[src/rtl/l2_req_arbiter_if.sv]
// -----------------------------------------------------------------------------
// l2_req_arbiter_if
// Bundles every handshake and data signal between the L1 requesters, the
// request arbiter and the L2 cache.
//
// Signals:
//   req_valid/req_rw/req_addr/req_data/req_id  L1 requests, packed per requester
//   req_stall                                  holding register full, per requester
//   l2_valid/l2_rw/l2_addr/l2_data/l2_id       registered request to L2
//   l2_stall                                   L2 cannot accept this cycle
//   rsp_valid/rsp_data/rsp_id                  read response from L2
//   out_valid/out_data/out_id                  response routed back, per requester
//
// Modports:
//   slave  - the arbiter side
//   master - the environment side (L1 caches plus L2)
// -----------------------------------------------------------------------------
interface l2_req_arbiter_if #(
  parameter int NUM_REQ     = 2,
  parameter int NUM_REQ_LOG = 1,
  parameter int ADDR_WIDTH  = 32,
  parameter int DATA_WIDTH  = 256,
  parameter int ID_BITS     = 3
);
  logic [NUM_REQ-1:0]             req_valid;
  logic [NUM_REQ-1:0]             req_rw;
  logic [ADDR_WIDTH*NUM_REQ-1:0]  req_addr;
  logic [DATA_WIDTH*NUM_REQ-1:0]  req_data;
  logic [ID_BITS*NUM_REQ-1:0]     req_id;
  logic [NUM_REQ-1:0]             req_stall;

  logic                           l2_valid;
  logic                           l2_rw;
  logic [ADDR_WIDTH-1:0]          l2_addr;
  logic [DATA_WIDTH-1:0]          l2_data;
  logic [ID_BITS+NUM_REQ_LOG-1:0] l2_id;
  logic                           l2_stall;

  logic                           rsp_valid;
  logic [DATA_WIDTH-1:0]          rsp_data;
  logic [ID_BITS+NUM_REQ_LOG-1:0] rsp_id;

  logic [NUM_REQ-1:0]             out_valid;
  logic [DATA_WIDTH*NUM_REQ-1:0]  out_data;
  logic [ID_BITS*NUM_REQ-1:0]     out_id;

  modport slave (
    input  req_valid, req_rw, req_addr, req_data, req_id,
    output req_stall,
    output l2_valid, l2_rw, l2_addr, l2_data, l2_id,
    input  l2_stall,
    input  rsp_valid, rsp_data, rsp_id,
    output out_valid, out_data, out_id
  );

  modport master (
    output req_valid, req_rw, req_addr, req_data, req_id,
    input  req_stall,
    input  l2_valid, l2_rw, l2_addr, l2_data, l2_id,
    output l2_stall,
    output rsp_valid, rsp_data, rsp_id,
    input  out_valid, out_data, out_id
  );
endinterface

[src/rtl/l2_req_arbiter.sv]
// -----------------------------------------------------------------------------
// l2_req_arbiter
// Shares one L2 request port among NUM_REQ L1 caches. Each requester owns a
// one-entry holding register; a round-robin arbiter moves eligible held
// requests into a single registered output stage, tagging each with the
// requester index. Outstanding reads are counted per requester (capped at
// MAX_OUT) and L2 read responses are routed back by tag, one cycle later.
//
// Ports:
//   clk    - rising-edge clock
//   reset  - asynchronous active-high reset
//   bus    - l2_req_arbiter_if.slave (requests, L2 port, responses)
// The interface instance must use the same parameter values as this module.
// -----------------------------------------------------------------------------
module l2_req_arbiter #(
  parameter int NUM_REQ     = 2,
  parameter int NUM_REQ_LOG = 1,
  parameter int ADDR_WIDTH  = 32,
  parameter int DATA_WIDTH  = 256,
  parameter int ID_BITS     = 3,
  parameter int MAX_OUT     = 4
) (
  input  logic             clk,
  input  logic             reset,
  l2_req_arbiter_if.slave  bus
);

  localparam int CNT_W = $clog2(MAX_OUT + 1);
  localparam int TAG_W = ID_BITS + NUM_REQ_LOG;
  localparam logic [CNT_W-1:0] CNT_MAX = CNT_W'(MAX_OUT);

  // Holding registers, one entry per requester
  logic [NUM_REQ-1:0]    hold_valid_r;
  logic [NUM_REQ-1:0]    hold_rw_r;
  logic [ADDR_WIDTH-1:0] hold_addr_r [NUM_REQ];
  logic [DATA_WIDTH-1:0] hold_data_r [NUM_REQ];
  logic [ID_BITS-1:0]    hold_id_r   [NUM_REQ];

  // Outstanding read counters and round-robin pointer
  logic [CNT_W-1:0]       cnt_r [NUM_REQ];
  logic [NUM_REQ_LOG-1:0] last_grant_r;

  // Output stage and response registers
  logic                          l2_valid_r;
  logic                          l2_rw_r;
  logic [ADDR_WIDTH-1:0]         l2_addr_r;
  logic [DATA_WIDTH-1:0]         l2_data_r;
  logic [TAG_W-1:0]              l2_id_r;
  logic [NUM_REQ-1:0]            out_valid_r;
  logic [DATA_WIDTH*NUM_REQ-1:0] out_data_r;
  logic [ID_BITS*NUM_REQ-1:0]    out_id_r;

  // Combinational decisions
  logic [NUM_REQ-1:0]     eligible_s;
  logic [NUM_REQ-1:0]     accept_s;
  logic [NUM_REQ-1:0]     release_s;
  logic [NUM_REQ-1:0]     inc_s;
  logic [NUM_REQ-1:0]     dec_s;
  logic                   can_load_s;
  logic                   grant_valid_s;
  logic                   grant_fire_s;
  logic [NUM_REQ_LOG-1:0] grant_idx_s;
  logic [NUM_REQ_LOG-1:0] scan_idx_s;
  logic                   take_s;
  logic [NUM_REQ_LOG-1:0] rsp_req_s;

  assign can_load_s   = ~l2_valid_r | ~bus.l2_stall;
  assign grant_fire_s = can_load_s & grant_valid_s;
  assign rsp_req_s    = bus.rsp_id[TAG_W-1 -: NUM_REQ_LOG];

  // Per-requester accept, eligibility, release and counter events
  always_comb begin
    eligible_s = '0;
    accept_s   = '0;
    release_s  = '0;
    inc_s      = '0;
    dec_s      = '0;
    for (int i = 0; i < NUM_REQ; i++) begin
      // A read stays parked while its requester is at the outstanding cap;
      // it is simply skipped so other requesters keep flowing.
      eligible_s[i] = hold_valid_r[i] & (hold_rw_r[i] | (cnt_r[i] < CNT_MAX));
      accept_s[i]   = bus.req_valid[i] & ~hold_valid_r[i];
      release_s[i]  = grant_fire_s & (grant_idx_s == NUM_REQ_LOG'(i));
      inc_s[i]      = release_s[i] & ~hold_rw_r[i];
      // Tags outside the requester range match no index and are dropped
      dec_s[i]      = bus.rsp_valid & (rsp_req_s == NUM_REQ_LOG'(i));
    end
  end

  // Round-robin scan starting just after the last granted requester
  always_comb begin
    grant_valid_s = 1'b0;
    grant_idx_s   = '0;
    scan_idx_s    = '0;
    take_s        = 1'b0;
    for (int k = 1; k <= NUM_REQ; k++) begin
      scan_idx_s    = NUM_REQ_LOG'((int'(last_grant_r) + k) % NUM_REQ);
      take_s        = ~grant_valid_s & eligible_s[scan_idx_s];
      grant_idx_s   = take_s ? scan_idx_s : grant_idx_s;
      grant_valid_s = grant_valid_s | take_s;
    end
  end

  // Holding registers: capture on accept, free on grant
  always_ff @(posedge clk or posedge reset) begin
    if (reset) begin
      hold_valid_r <= '0;
      hold_rw_r    <= '0;
      for (int i = 0; i < NUM_REQ; i++) begin
        hold_addr_r[i] <= '0;
        hold_data_r[i] <= '0;
        hold_id_r[i]   <= '0;
      end
    end else begin
      for (int i = 0; i < NUM_REQ; i++) begin
        // A slot freed by a grant is still stalled this cycle, so accept and
        // release can never hit the same slot on the same edge.
        if (accept_s[i]) begin
          hold_valid_r[i] <= 1'b1;
          hold_rw_r[i]    <= bus.req_rw[i];
          hold_addr_r[i]  <= bus.req_addr[i*ADDR_WIDTH +: ADDR_WIDTH];
          hold_data_r[i]  <= bus.req_data[i*DATA_WIDTH +: DATA_WIDTH];
          hold_id_r[i]    <= bus.req_id[i*ID_BITS +: ID_BITS];
        end else if (release_s[i]) begin
          hold_valid_r[i] <= 1'b0;
        end else begin
          hold_valid_r[i] <= hold_valid_r[i];
        end
      end
    end
  end

  // Outstanding read counters, saturating at both ends
  always_ff @(posedge clk or posedge reset) begin
    if (reset) begin
      for (int i = 0; i < NUM_REQ; i++) begin
        cnt_r[i] <= '0;
      end
    end else begin
      for (int i = 0; i < NUM_REQ; i++) begin
        case ({inc_s[i], dec_s[i]})
          2'b10: cnt_r[i] <= (cnt_r[i] == CNT_MAX) ? cnt_r[i] : cnt_r[i] + CNT_W'(1);
          2'b01: cnt_r[i] <= (cnt_r[i] == '0)      ? cnt_r[i] : cnt_r[i] - CNT_W'(1);
          default: cnt_r[i] <= cnt_r[i];
        endcase
      end
    end
  end

  // Output stage: load the winner, drain when idle, freeze under L2 stall
  always_ff @(posedge clk or posedge reset) begin
    if (reset) begin
      l2_valid_r   <= 1'b0;
      l2_rw_r      <= 1'b0;
      l2_addr_r    <= '0;
      l2_data_r    <= '0;
      l2_id_r      <= '0;
      last_grant_r <= NUM_REQ_LOG'(NUM_REQ - 1);
    end else if (can_load_s) begin
      if (grant_valid_s) begin
        l2_valid_r   <= 1'b1;
        l2_rw_r      <= hold_rw_r[grant_idx_s];
        l2_addr_r    <= hold_addr_r[grant_idx_s];
        l2_data_r    <= hold_data_r[grant_idx_s];
        l2_id_r      <= {grant_idx_s, hold_id_r[grant_idx_s]};
        last_grant_r <= grant_idx_s;
      end else begin
        l2_valid_r   <= 1'b0;
      end
    end else begin
      l2_valid_r <= l2_valid_r;
    end
  end

  // Response routing: one-cycle pulse to the tagged requester
  always_ff @(posedge clk or posedge reset) begin
    if (reset) begin
      out_valid_r <= '0;
      out_data_r  <= '0;
      out_id_r    <= '0;
    end else begin
      for (int i = 0; i < NUM_REQ; i++) begin
        out_valid_r[i] <= dec_s[i];
        if (dec_s[i]) begin
          out_data_r[i*DATA_WIDTH +: DATA_WIDTH] <= bus.rsp_data;
          out_id_r[i*ID_BITS +: ID_BITS]         <= bus.rsp_id[ID_BITS-1:0];
        end else begin
          out_id_r[i*ID_BITS +: ID_BITS] <= out_id_r[i*ID_BITS +: ID_BITS];
        end
      end
    end
  end

  assign bus.req_stall = hold_valid_r;
  assign bus.l2_valid  = l2_valid_r;
  assign bus.l2_rw     = l2_rw_r;
  assign bus.l2_addr   = l2_addr_r;
  assign bus.l2_data   = l2_data_r;
  assign bus.l2_id     = l2_id_r;
  assign bus.out_valid = out_valid_r;
  assign bus.out_data  = out_data_r;
  assign bus.out_id    = out_id_r;

endmodule

[src/flat_wrapper.sv]
// flat-port wrapper written by rule: the top's interface ports become plain ports
module l2_req_arbiter_flat 
#(
  parameter int NUM_REQ     = 2,
  parameter int NUM_REQ_LOG = 1,
  parameter int ADDR_WIDTH  = 32,
  parameter int DATA_WIDTH  = 256,
  parameter int ID_BITS     = 3,
  parameter int MAX_OUT     = 4
)
  (clk, reset, bus_req_valid, bus_req_rw, bus_req_addr, bus_req_data, bus_req_id, bus_req_stall, bus_l2_valid, bus_l2_rw, bus_l2_addr, bus_l2_data, bus_l2_id, bus_l2_stall, bus_rsp_valid, bus_rsp_data, bus_rsp_id, bus_out_valid, bus_out_data, bus_out_id);
  l2_req_arbiter_if #(.NUM_REQ(NUM_REQ), .NUM_REQ_LOG(NUM_REQ_LOG), .ADDR_WIDTH(ADDR_WIDTH), .DATA_WIDTH(DATA_WIDTH), .ID_BITS(ID_BITS)) bus_i ();
  input  logic clk;
  input  logic reset;
  input wire logic [$bits(bus_i.req_valid)-1:0] bus_req_valid;
  input wire logic [$bits(bus_i.req_rw)-1:0] bus_req_rw;
  input wire logic [$bits(bus_i.req_addr)-1:0] bus_req_addr;
  input wire logic [$bits(bus_i.req_data)-1:0] bus_req_data;
  input wire logic [$bits(bus_i.req_id)-1:0] bus_req_id;
  output wire logic [$bits(bus_i.req_stall)-1:0] bus_req_stall;
  output wire logic [$bits(bus_i.l2_valid)-1:0] bus_l2_valid;
  output wire logic [$bits(bus_i.l2_rw)-1:0] bus_l2_rw;
  output wire logic [$bits(bus_i.l2_addr)-1:0] bus_l2_addr;
  output wire logic [$bits(bus_i.l2_data)-1:0] bus_l2_data;
  output wire logic [$bits(bus_i.l2_id)-1:0] bus_l2_id;
  input wire logic [$bits(bus_i.l2_stall)-1:0] bus_l2_stall;
  input wire logic [$bits(bus_i.rsp_valid)-1:0] bus_rsp_valid;
  input wire logic [$bits(bus_i.rsp_data)-1:0] bus_rsp_data;
  input wire logic [$bits(bus_i.rsp_id)-1:0] bus_rsp_id;
  output wire logic [$bits(bus_i.out_valid)-1:0] bus_out_valid;
  output wire logic [$bits(bus_i.out_data)-1:0] bus_out_data;
  output wire logic [$bits(bus_i.out_id)-1:0] bus_out_id;
  assign bus_i.req_valid = bus_req_valid;
  assign bus_i.req_rw = bus_req_rw;
  assign bus_i.req_addr = bus_req_addr;
  assign bus_i.req_data = bus_req_data;
  assign bus_i.req_id = bus_req_id;
  assign bus_req_stall = bus_i.req_stall;
  assign bus_l2_valid = bus_i.l2_valid;
  assign bus_l2_rw = bus_i.l2_rw;
  assign bus_l2_addr = bus_i.l2_addr;
  assign bus_l2_data = bus_i.l2_data;
  assign bus_l2_id = bus_i.l2_id;
  assign bus_i.l2_stall = bus_l2_stall;
  assign bus_i.rsp_valid = bus_rsp_valid;
  assign bus_i.rsp_data = bus_rsp_data;
  assign bus_i.rsp_id = bus_rsp_id;
  assign bus_out_valid = bus_i.out_valid;
  assign bus_out_data = bus_i.out_data;
  assign bus_out_id = bus_i.out_id;
  l2_req_arbiter #(.NUM_REQ(NUM_REQ), .NUM_REQ_LOG(NUM_REQ_LOG), .ADDR_WIDTH(ADDR_WIDTH), .DATA_WIDTH(DATA_WIDTH), .ID_BITS(ID_BITS), .MAX_OUT(MAX_OUT)) u_core (.clk(clk), .reset(reset), .bus(bus_i));
endmodule
[config.mk]
export PLATFORM = sky130hd
export DESIGN_NAME = l2_req_arbiter_flat
export DESIGN_NICKNAME = d
export VERILOG_FILES = /design/src/rtl/l2_req_arbiter_if.sv /design/src/rtl/l2_req_arbiter.sv /design/src/flat_wrapper.sv
export SDC_FILE = /design/constraint.sdc
export NUM_CORES = 2
export LEC_CHECK = 0
export ABC_AREA = 1
export CORE_AREA = 4 4 653 655
export DETAILED_ROUTE_END_ITERATION = 16
export DIE_AREA = 0 0 657 659
export PLACE_DENSITY = 0.3
export SLEW_MARGIN = 10
export SYNTH_ARGS = -nofsm -noshare
export SYNTH_HDL_FRONTEND = slang
export SYNTH_SLANG_ARGS = --single-unit
export TNS_END_PERCENT = 30
[constraint.sdc]
create_clock -name clk -period 71.7 [get_ports clk]
set_clock_uncertainty 0.1 [all_clocks]
set_input_delay 10.755 -clock clk [delete_from_list [all_inputs] [get_ports clk]]
set_output_delay 10.755 -clock clk [all_outputs]
set_load 0.02 [all_outputs]
* Word level (Yosys, flattened, before mapping)
Index checks and enable logic that the tools add are counted.
** Storage, ports and cells
- Flip-flop bits (word level) :: 1407
- Input bits :: 850
- Word-level logic and storage cells :: 108
** Operators by class
- $add $sub $neg :: 6
- Order comparisons :: 6
- Eq/ne operators :: 10
- Mux-type cells :: 28
- Bitwise logic cells :: 26
- Reduce and logical (&&, ||, !) cells :: 9
** Operators by type and width (count)
- $mux W256 :: 3
- $mux W32 :: 3
- $mux W3 :: 7
- $mux W1 :: 13
- $and A1 B1 Y1 :: 12
- $pmux W3 S2 :: 2
- $not A1 Y1 :: 9
- $ne A2 B2 Y1 const B :: 4
- $reduce_bool A2 Y1 :: 4
- $add A3 B1 Y3 const B :: 2
- $eq A3 B3 Y1 const B :: 2
- $logic_not A3 Y1 :: 2
- $lt A1 B2 Y1 const B :: 3
- $lt A3 B3 Y1 const B :: 2
- $reduce_and A3 Y1 :: 2
- $sub A3 B1 Y3 const B :: 2
- $eq A2 B1 Y1 const B :: 2
- $eq A2 B2 Y1 const B :: 2
- $or A1 B1 Y1 :: 4
- $add A1 B1 Y1 const B :: 2
- $ge A2 B2 Y1 const B :: 1
- $not A1 Y2 :: 1
- $reduce_and A2 Y1 :: 1

* Longest topological paths before layout
- Depth after elaboration :: 14
- Mapped depth :: 13
- Depth with buffers taken out :: 12

* Worst setup path after synthesis
Ideal clock, no wire load.
- Kind :: in2reg
- Start point :: in bus_l2_stall
- End point :: reg u_core.cnt_r[5] (netlist bit)
- Setup time :: 125 ps
- Arrival time :: 12481 ps
- Required time :: 71475 ps
- Setup slack :: 58994 ps
- Stages :: 12
- Path buffers :: 1
- Cell sequence :: nand2_1 -> o21ai_4 -> a21oi_2 -> buf_2 -> nand2_1 -> ha_1 -> xor2_1 -> ha_1 -> a21oi_1 -> xor2_1 -> nor2_1 -> xor2_1
** Between the ends
- Longest elaborated chain between the ends :: 8
** Ends and longest elaborated chain
- start, declared :: line flat_wrapper.sv:26 : input wire logic [$bits(bus_i.l2_stall)-1:0] bus_l2_stall;
- $not A1 Y1 * :: line l2_req_arbiter.sv:67 : assign can_load_s = ~l2_valid_r | ~bus.l2_stall;
- $or A1 B1 Y1 * :: line l2_req_arbiter.sv:67
- $and A1 B1 Y1 * :: line l2_req_arbiter.sv:68 : assign grant_fire_s = can_load_s & grant_valid_s;
- $and A1 B1 Y1 * :: line l2_req_arbiter.sv:83 : release_s[i] = grant_fire_s & (grant_idx_s == NUM_REQ_LOG'(i));
- $and A1 B1 Y1 * :: line l2_req_arbiter.sv:84 : inc_s[i] = release_s[i] & ~hold_rw_r[i];
- $eq A2 B1 Y1 / $eq A2 B2 Y1 (equally long branches) :: line l2_req_arbiter.sv:141 : case ({inc_s[i], dec_s[i]})
- $ne A2 B2 Y1 (no source line) / $reduce_bool A2 Y1 (equally long branches)
- $reduce_and A3 Y1 (no source line)
- end signal, assigned by index :: line l2_req_arbiter.sv:142 : 2'b10: cnt_r[i] <= (cnt_r[i] == CNT_MAX) ? cnt_r[i] : cnt_r[i] + CNT_W'(1);
- end signal, assigned by index :: line l2_req_arbiter.sv:143 : 2'b01: cnt_r[i] <= (cnt_r[i] == '0) ? cnt_r[i] : cnt_r[i] - CNT_W'(1);
- end signal, assigned by index :: line l2_req_arbiter.sv:144 : default: cnt_r[i] <= cnt_r[i];
- end, declared :: line l2_req_arbiter.sv:40 : logic [CNT_W-1:0] cnt_r [NUM_REQ];
Every way passes the cells marked *; elsewhere a longest branch is shown, timed or not.
A chain may end at the register's enable or synchronous reset.

* Worst setup path after layout
- Start point :: in bus_req_valid[0]
- End point :: reg u_core.hold_data_r[313] (netlist bit)
** Between the ends
- Longest elaborated chain between the ends :: 1
** Ends and longest elaborated chain
- start, declared :: line flat_wrapper.sv:15 : input wire logic [$bits(bus_i.req_valid)-1:0] bus_req_valid;
- $and A1 B1 Y1 :: line l2_req_arbiter.sv:82 : accept_s[i] = bus.req_valid[i] & ~hold_valid_r[i];
- end signal, assigned by index :: line l2_req_arbiter.sv:122 : hold_data_r[i] <= bus.req_data[i*DATA_WIDTH +: DATA_WIDTH];
- end, declared :: line l2_req_arbiter.sv:36 : logic [DATA_WIDTH-1:0] hold_data_r [NUM_REQ];
No other way between the ends.

==> results.ini <==
[critical_path]
crit_top_cell=buf_4
critPathRequiredTime_ps=72300
slowest_stage=buf_4
crit_type=in -> reg
cp.arrival_ps=16000
path_cells=clkdlybuf4s50_1 > nand2_4 > buf_4 > buf_4 > buf_4 > buf_4 > buf_4 > buf_4 > mux2_2
cp_top_family=buffers and inverters
critPathCaptureType=flop
worstSetupStartpointType=primary input
path_buf_inv=7
crit_fanout=50
critPathMaxStageDelay_ps=760

[sta]
fin_crit_ps=15400
worst_slack_ps=56300
slew_headroom_pct=25.3
finalCritPeriodShare_pct=21.5
whs_ps=354
fmax_mhz=64.9
tightest_slew_ps=1120
rsz0062_at_grt=no
report.final.setup_viol=0
final_max_slew_viol_count=0
tns_ps=0
finalHoldViolCount=0

[logic_synthesis]
yosys_warnings=0
syn_inst=4803
synth_cell_types=26
synth_top_area_share_pct=65.6
synth_edf_count=0
synthTopCellsByArea=dfrtp_1, mux2_2, nand2_1
synthArstFlopShare_pct=100
synth_top_area_cell=dfrtp_1
synthMuxAreaShare_pct=12.2
synth_area_um2=53700
syn_area_per_cell_um2=11.2
synth_adder_area_share_pct=0.131
yosys-top-cells-count=nand2_1, dfrtp_1, mux2_2
synthXorXnorAreaFrac_pct=0.0816
synth_compound_area_share_pct=5.02
synth_top_family_by_area=simple AND/OR/NAND/NOR gates
synth-simple-area-share_pct=12.7
synthFlopType=dfrtp_1
yosys_register_bits=1407
yosysMostFrequentCell=nand2_1
syn_nets=5658
ys_seq_area_share_pct=65.6

[placement]
numPortBuffers=1665
dp_hpwl_um=241000
pre_cts_ws_ps=55140
gp_congestion=0.827

[clocking]
cts_hold_buf=0
cts_tree=done
htreeDepth=4
cts_resized=0
post-cts-setup-buffers=0
clk_path_buf_depth=4
cts_root_buffer=clkbuf_16
cts_num_sinks=1407
numCtsBuffers=187
insertion_delay_ps=850
path_clk_slew_ps=60

[layout]
area_growth_pct=54.4
final_util_pct=19.7
drive_gt1_share_pct=14.1
fin_nets=7301

[status]
run_status=finished clean

[route]
wl_per_cell_um=25.4
ant_nets=0
num_vias=42600
routed_via_density=3.50
drtIter0Drc=2128
wirelength_um=309000
drc_errors=0
first_pass_iters=5

[power_and_ir_drop]
p_total_mw=3.47
peakVddDrop_mv=0.0313
power_density_nw_per_um2=41.8
power_leakage_nw=35.2

[global_routing]
antenna_found_initial=270
grt_first_pass_wirelength_um=413000
grt_pass1_vias=44200
grt_max_degree=187
track_usage_pct=13.8
overflow=0

[flow_run]
drv_cap=0

[floorplanning]
die_h_um=659
coreArea_um2=420000
num_rows=238
start_util_pct=12.8
die_area_um2=433000
io_pins=1666
die_x_um=657

[worst_hold_path]
min_path_type=reg -> reg

report_power, final:
group | switching, mW | leakage, nW | internal [mW]
combinational | 0.710 | 15.3 | 0.521
sequential | 0.188 | 17.0 | 1.10
clock | 0.388 | 2.99 | 0.563
total | 1.29 | 35.2 | 2.18
per-stage QoR:
stage | instances | cell area [um2]
3_3_place_gp | 11800 | 76600
2_1_floorplan | 4803 | 53700
6_report | 12200 | 82800
5_1_grt | 12100 | 82700
4_1_cts | 12100 | 82700
3_5_place_dp | 11800 | 76600
final cells by class:
cell class              instances  area, um2
well taps                    5520       6910
repair buffers               1728      17200
multi-input cells            2844      16200
inverters                     278       1060
flip-flops and latches       1407      35200
clock inverters                41        478
diodes                         64        160
clock buffers                 292       5600
fillers                     46000     337000
per-layer routing:
| layer | routed length (um) | share of wire (%) | up-vias | global-route usage (%) |
|---|---|---|---|---|
| met4 | 9560 | 3.1 | 150 | 3.61 |
| met2 | 160000 | 52 | 1577 | 25.4 |
| met5 | 953 | 0.31 | - | 0 |
| met1 | 110000 | 36 | 21200 | 14.3 |
| li1 | - | - | 19000 | - |
| met3 | 28000 | 9.1 | 666 | 5.67 |
logic make-up (layout without fill, tap and decap cells):
| group | after synthesis | after routing |
|---|---|---|
| simple gates | 1721 | 1721 |
| flops | 1407 | 1407 |
| mux | 581 | 581 |
| buf+inv | 552 | 2339 |
| compound gates | 532 | 532 |
| fa+ha+maj | 5 | 5 |
| xor+xnor | 5 | 5 |
| other cells | 0 | 64 |
placed cells by master, fill, tap and decap left out, types with 2 or more instances in the layout:
master and count:
clkdlybuf4s50_1 1665, inv_1 275, xor2_1 4, nand2_1 1412, nand3_1 297, buf_4 57, clkinv_4 2, inv_8 2
diode_2 64, clkbuf_8 44, a21oi_1 5, a21oi_4 2, nand2_4 3, bufinv_16 8, dfrtp_1 1406, buf_12 6
clkinvlp_4 2, mux2_2 581, o21ai_0 522, ha_1 4, inv_16 3, clkbuf_1 57, o211ai_1 2, inv_6 4
clkinv_2 22, clkbuf_16 191, nor2_1 6
worst paths after layout:
kind	from	endpoint	slack, ps	depth (start not counted)
max in group asynchronous	reset	u_core.bus.l2_data[217]	56760	7
worst max register to register	u_core.bus.req_stall[0]	u_core.hold_data_r[313]	66090	9
min in group asynchronous	reset	u_core.bus.l2_data[16]	10390	2
worst max-delay path	bus_req_valid[0]	u_core.hold_data_r[313]	56300	9
worst min-delay path	u_core.hold_data_r[297]	u_core.bus.l2_data[41]	350	2
worst min register to register	u_core.hold_data_r[297]	u_core.bus.l2_data[41]	350	2
state kept, by name, indices dropped and copies added (netlist names):
| name | flops |
|---|---|
| u_core.bus.l2_addr | 32 |
| u_core.bus.l2_data | 256 |
| u_core.bus.l2_id | 4 |
| u_core.bus.l2_rw | 1 |
| u_core.bus.l2_valid | 1 |
| u_core.bus.out_data | 512 |
| u_core.bus.out_id | 6 |
| u_core.bus.out_valid | 2 |
| u_core.bus.req_stall | 2 |
| u_core.cnt_r | 6 |
| u_core.hold_addr_r | 64 |
| u_core.hold_data_r | 512 |
| u_core.hold_id_r | 6 |
| u_core.hold_rw_r | 2 |
| u_core.last_grant_r | 1 |
tightest hold or removal path, delay by kind of cell (launching register included):
family,cells,cell delay (ps)
flip-flops,1,330
AND/OR/NAND/NOR,2,120
No activity file was read; power rests on OpenSTA's default activity.
